`src/rtl/agv_mission_scheduler.sv`:
```
// rtl/agv_mission_scheduler.sv - AGV waypoint FIFO and leg sequencer with dwell and auto-return home
//
// Ports:
//   clk, rst          clock, asynchronous active-high reset
//   task_valid/node   host waypoint push; task_ready = FIFO not full
//   abort             one-cycle request: flush the list and head home
//   current_node      node the AGV occupies (arrival = current_node == destination)
//   source/destination/route_valid  active leg handed to the path planner
//   dwelling          stationary load/unload at a waypoint
//   queue_count       waypoints buffered in the FIFO
//   mission_done      one-cycle pulse after home is reached with the list empty
module agv_mission_scheduler #(
  parameter int                DEPTH        = 8,
  parameter int                NODE_W       = 8,
  parameter logic [NODE_W-1:0] HOME_NODE    = 8'h60,
  parameter int                DWELL_CYCLES = 16
) (
  input  logic                     clk,
  input  logic                     rst,
  input  logic                     task_valid,
  input  logic [NODE_W-1:0]        task_node,
  output logic                     task_ready,
  input  logic                     abort,
  input  logic [NODE_W-1:0]        current_node,
  output logic [NODE_W-1:0]        source,
  output logic [NODE_W-1:0]        destination,
  output logic                     route_valid,
  output logic                     dwelling,
  output logic [$clog2(DEPTH):0]   queue_count,
  output logic                     mission_done
);

  localparam int AW = $clog2(DEPTH);
  localparam int CW = (DWELL_CYCLES > 1) ? $clog2(DWELL_CYCLES) : 1;
  localparam logic [AW:0]   FULL_COUNT = (AW + 1)'(DEPTH);
  localparam logic [CW-1:0] DWELL_LOAD = CW'(DWELL_CYCLES - 1);

  typedef enum logic [1:0] {IDLE, TRAVEL, DWELL} state_t;

  state_t state, state_next;

  // Waypoint FIFO
  logic [NODE_W-1:0] mem [DEPTH];
  logic [AW-1:0]     wr_ptr, rd_ptr;
  logic [AW:0]       count;
  logic              full, empty, push, pop;
  logic [NODE_W-1:0] head;

  logic [CW-1:0] dwell_cnt;
  logic          returning;

  // FSM decode strobes
  logic arrived, at_home, dwell_over;
  logic issue_head, issue_home, arrive_wp, arrive_home, abort_home, abort_return;

  assign full        = (count == FULL_COUNT);
  assign empty       = (count == '0);
  assign head        = mem[rd_ptr];
  assign task_ready  = !full;
  assign queue_count = count;

  assign arrived    = (current_node == destination);
  assign at_home    = (current_node == HOME_NODE);
  assign dwell_over = (dwell_cnt == '0);

  // A full FIFO still takes a push in the cycle it pops: the freed slot is
  // the one being written, and the read sees the old entry.
  assign push = task_valid && !abort && (!full || pop);
  assign pop  = issue_head;

  // State register
  always_ff @(posedge clk or posedge rst) begin
    if (rst) state <= IDLE;
    else     state <= state_next;
  end

  // Next-state logic; abort overrides everything
  always_comb begin
    state_next = state;
    if (abort) begin
      state_next = at_home ? IDLE : TRAVEL;
    end else begin
      case (state)
        IDLE:    if (!empty) state_next = TRAVEL;
        TRAVEL:  if (arrived) state_next = returning ? IDLE : DWELL;
        DWELL:   if (dwell_over) state_next = TRAVEL;
        default: state_next = IDLE;
      endcase
    end
  end

  // Output decode: one-hot action strobes for the datapath
  always_comb begin
    issue_head   = 1'b0;
    issue_home   = 1'b0;
    arrive_wp    = 1'b0;
    arrive_home  = 1'b0;
    abort_home   = abort && at_home;
    abort_return = abort && !at_home;
    if (!abort) begin
      case (state)
        IDLE:   issue_head = !empty;
        TRAVEL: begin
          arrive_wp   = arrived && !returning;
          arrive_home = arrived && returning;
        end
        DWELL: begin
          issue_head = dwell_over && !empty;
          issue_home = dwell_over && empty;
        end
        default: ;
      endcase
    end
  end

  // FIFO storage; not reset, only the pointers and count matter
  always_ff @(posedge clk) begin
    if (push) mem[wr_ptr] <= task_node;
  end

  always_ff @(posedge clk or posedge rst) begin
    if (rst) begin
      wr_ptr <= '0;
      rd_ptr <= '0;
      count  <= '0;
    end else if (abort) begin
      wr_ptr <= '0;
      rd_ptr <= '0;
      count  <= '0;
    end else begin
      if (push) wr_ptr <= wr_ptr + AW'(1);
      if (pop)  rd_ptr <= rd_ptr + AW'(1);
      case ({push, pop})
        2'b10:   count <= count + (AW + 1)'(1);
        2'b01:   count <= count - (AW + 1)'(1);
        default: count <= count;
      endcase
    end
  end

  // Leg, dwell and completion registers
  always_ff @(posedge clk or posedge rst) begin
    if (rst) begin
      source       <= HOME_NODE;
      destination  <= HOME_NODE;
      route_valid  <= 1'b0;
      dwelling     <= 1'b0;
      mission_done <= 1'b0;
      returning    <= 1'b0;
      dwell_cnt    <= '0;
    end else begin
      mission_done <= arrive_home || abort_home;
      if (abort_return) begin
        // Replan from wherever the AGV stands right now
        source      <= current_node;
        destination <= HOME_NODE;
        returning   <= 1'b1;
        route_valid <= 1'b1;
        dwelling    <= 1'b0;
      end else if (abort_home) begin
        route_valid <= 1'b0;
        returning   <= 1'b0;
        dwelling    <= 1'b0;
      end else if (issue_head) begin
        source      <= destination;
        destination <= head;
        route_valid <= 1'b1;
        dwelling    <= 1'b0;
      end else if (issue_home) begin
        source      <= destination;
        destination <= HOME_NODE;
        returning   <= 1'b1;
        route_valid <= 1'b1;
        dwelling    <= 1'b0;
      end else if (arrive_wp) begin
        route_valid <= 1'b0;
        dwelling    <= 1'b1;
        dwell_cnt   <= DWELL_LOAD;
      end else if (arrive_home) begin
        route_valid <= 1'b0;
        returning   <= 1'b0;
      end else if (state == DWELL) begin
        dwell_cnt <= dwell_cnt - CW'(1);
      end
    end
  end

endmodule
```
`config.mk`:
```
export PLATFORM = sky130hd
export DESIGN_NAME = agv_mission_scheduler
export DESIGN_NICKNAME = d
export VERILOG_FILES = /design/src/rtl/agv_mission_scheduler.sv
export SDC_FILE = /design/constraint.sdc
export NUM_CORES = 1
export LEC_CHECK = 0
export ABC_AREA = 1
export CAP_MARGIN = 5
export CELL_PAD_IN_SITES_DETAIL_PLACEMENT = 1
export CELL_PAD_IN_SITES_GLOBAL_PLACEMENT = 1
export CORE_AREA = 2 2 133 83
export DETAILED_ROUTE_END_ITERATION = 8
export DIE_AREA = 0 0 135 85
export HOLD_SLACK_MARGIN = 0.02
export MAX_ROUTING_LAYER = met4
export PLACE_DENSITY_LB_ADDON = 0.1
export SYNTH_ARGS = -nofsm -noshare
export SYNTH_HDL_FRONTEND = slang
export SYNTH_SLANG_ARGS = --single-unit
```
`constraint.sdc`:
```
create_clock -name clk -period 3.75 [get_ports clk]
set_input_delay 0.75 -clock clk [delete_from_list [all_inputs] [get_ports clk]]
set_output_delay 0.75 -clock clk [all_outputs]
set_load 0.01 [all_outputs]
```
==> impl_metrics.env <==
export IMPL_vias=3344
export IMPL_drv_slew=0
export IMPL_initial_core_util=0.436
export IMPL_p_total_w=0.00273
export IMPL_critPathArrivalTime_ps=2510
export IMPL_grt_pass1_vias=3379
export IMPL_period_minus_slack_ps=2530
export IMPL_yosys_area_top_type="edfxtp_1"
export IMPL_rr_worst_depth=10
export IMPL_worstHoldPathType="reg2reg"
export IMPL_diodes=0
export IMPL_rsz0062_at_grt="no"
export IMPL_core_area_um2=10300
export IMPL_antenna_left=0
export IMPL_ys_seq_area_frac=0.629
export IMPL_grt_max_degree=37
export IMPL_io_buffers=43
export IMPL_syn_nets=467
export IMPL_clkTransAtPathRegs_ps=70
export IMPL_firstDrtPassIters=4
export IMPL_cts_hold_fix_buffers=0
export IMPL_synth_seq_cells=100
export IMPL_cp_required_ps=3740
export IMPL_drive_gt1_frac=0.0799
export IMPL_routed_wl_mm=12.4
export IMPL_die_w_um=135
export IMPL_clockBufferDepth=2
export IMPL_grt_pass1_wl_mm=19.6
export IMPL_crit_path_end_kind="register"
export IMPL_cp_max_fo=8
export IMPL_synth_most_common_cell="nand2_1"
export IMPL_grt_usage=0.239
export IMPL_cts_resized=0
export IMPL_numCtsBuffers=9
export IMPL_yosys_warnings=0
export IMPL_async_reset_ff_frac=0.360
export IMPL_h_tree_depth=3
export IMPL_yosysTopAreaCellShare=0.427
export IMPL_r2r_setup_slack_ps=1220
export IMPL_gp_congestion=0.859
export IMPL_p_leak_nw=2.16
export IMPL_min_path_cells=2
export IMPL_post_route_period_util=0.674
export IMPL_critPathLaunchType="register"
export IMPL_slew_headroom=0.345
export IMPL_powerDensity_nw_per_um2=511
export IMPL_dp_hpwl_mm=9.12
export IMPL_synth_area_leaders="edfxtp_1 43%, dfrtp_1 18%, nand2_1 9.8%"
export IMPL_setup_viol=0
export IMPL_antenna_found_initial=0
export IMPL_die_area_um2=11500
export IMPL_die_y_um=85
export IMPL_io_pins=44
export IMPL_reg2reg_from="dwell_cnt[0]$_DFFE_PP0P_"
export IMPL_setup_tns_ps=0
export IMPL_synth_distinct_cells=41
export IMPL_tightest_slew_ps=976
export IMPL_nets=509
export IMPL_vdd_ir_drop_worst_v=0.000208
export IMPL_synth_commonest_cells="117 x nand2_1, 64 x edfxtp_1, 43 x inv_1"
export IMPL_avgSynthCellArea_um2=10.2
export IMPL_synth_edff_count=64
export IMPL_vias_per_cell=5.33
export IMPL_rr_endpoint="mem[3][7]$_DFFE_PP_"
export IMPL_drt_initial_drc_count=416
export IMPL_hp_start="source[6]$_DFFE_PP1P_"
export IMPL_fillers=1133
export IMPL_overflow=0
export IMPL_cts_tree="done"
export IMPL_status="finished, final reports clean"
export IMPL_hold_violations=0
export IMPL_cts_root_buffer="clkbuf_16"
export IMPL_avgRoutedWirePerCell_um=19.8
export IMPL_max_freq_mhz=396
export IMPL_cap_violations=0
export IMPL_netlist_area_um2=4500
export IMPL_rows=29
export IMPL_cts_sinks=100
export IMPL_path_class="reg2reg"
export IMPL_worstHoldEndpoint="source[6]$_DFFE_PP1P_"
export IMPL_synth_main_ff_cell="edfxtp_1"
export IMPL_area_delta_synth_final_pct=18.6
export IMPL_post_cts_buffers=0
export IMPL_clk_latency_ps=350
export IMPL_fin_skew_ps=8.31
export IMPL_drc=0
export IMPL_post_synth_inst_count=441
[logic make-up (layout without fill, tap and decap cells)]
kind of cell             Yosys count  in the layout  share of synthesized area
flip-flops                       100            100                      0.629
adder cells (fa/ha/maj)            6              6                     0.0167
buffers and inverters             63            110                     0.0573
AO/OA/AOI/OAI                     94             94                      0.125
XOR/XNOR                           1              1                    0.00195
AND/OR/NAND/NOR                  177            177                      0.170
[area by class of cell]
class                   instances  area, µm²  share of cell area
flip-flops and latches        100       2830               0.530
inverters                      48        183              0.0342
repair buffers                 46        453              0.0849
multi-input cells             278       1410               0.265
clock inverters                 7       58.8              0.0110
well taps                     139        174              0.0326
clock buffers                   9        225              0.0422
[metal layers]
metal | vias up | routed length, µm | global-route usage
met5 | - | 0 | -
met4 | 0 | 106 | 0.0502
met3 | 12 | 903 | 0.0424
met2 | 92 | 5010 | 0.315
met1 | 1641 | 6390 | 0.380
li1 | 1599 | - | -
[where the power goes]
part	internal, W	switching (W)
Clock	0.000459	0.000429
Combinational	0.000202	0.000338
Sequential	0.00125	0.0000514
[worst max path at each step]
stage                                   startpoint                   to  slack, ps  cells after the start
after floorplan           dwell_cnt[0]$_DFFE_PP0P_  mem[4][0]$_DFFE_PP_       1690                     10
after global placement                  task_valid  mem[0][2]$_DFFE_PP_        960                      7
after detailed placement                task_valid  mem[5][0]$_DFFE_PP_        920                      7
after CTS                 dwell_cnt[0]$_DFFE_PP0P_  mem[3][4]$_DFFE_PP_       1220                     10
after global routing      dwell_cnt[0]$_DFFE_PP0P_  mem[5][0]$_DFFE_PP_        950                     10
final                     dwell_cnt[0]$_DFFE_PP0P_  mem[3][7]$_DFFE_PP_       1220                     10
[worst max-delay path, stage by stage, from the launching register on]
cell	delay, ps
dfrtp_1	380
inv_1	110
ha_1	170
nand2_1	90
nand2_1	140
nand2_2	120
a31oi_1	190
nand2_1	90
inv_1	100
nand2_1	160
nor2_1	600
[flip-flops by register name, indices dropped and copies added, names as in the netlist]
register / flops
mem: 64
destination: 8
source: 8
dwell_cnt: 4
queue_count: 4
rd_ptr: 3
wr_ptr: 3
state: 2
dwelling: 1
mission_done: 1
returning: 1
route_valid: 1
[cell usage in the layout (no fill, tap or decap), types with 9 or more instances in the layout]
cell type and n:
edfxtp_1 64, inv_1 43, nand4_1 9, clkbuf_16 9, nand3_1 11, nand2_1 117
o21ai_1 17, clkdlybuf4s50_1 43, o21ai_0 25, dfrtp_1 32, nor2_1 28, a21oi_1 23
[metrics by stage]
stage / setup slack, ps / hold WS [ps] / instances / util / cell area (µm²)
finish: 1220 / 475 / 627 / 0.518 / 5330
global route: 946 / 495 / 627 / 0.518 / 5330
CTS: 1220 / 479 / 627 / 0.518 / 5330
detailed placement: 915 / 468 / 611 / 0.490 / 5050
global placement: 959 / 467 / 611 / 0.490 / 5050
floorplan: 1690 / 476 / 441 / - / 4500
Power figures use the tool's default switching activity.
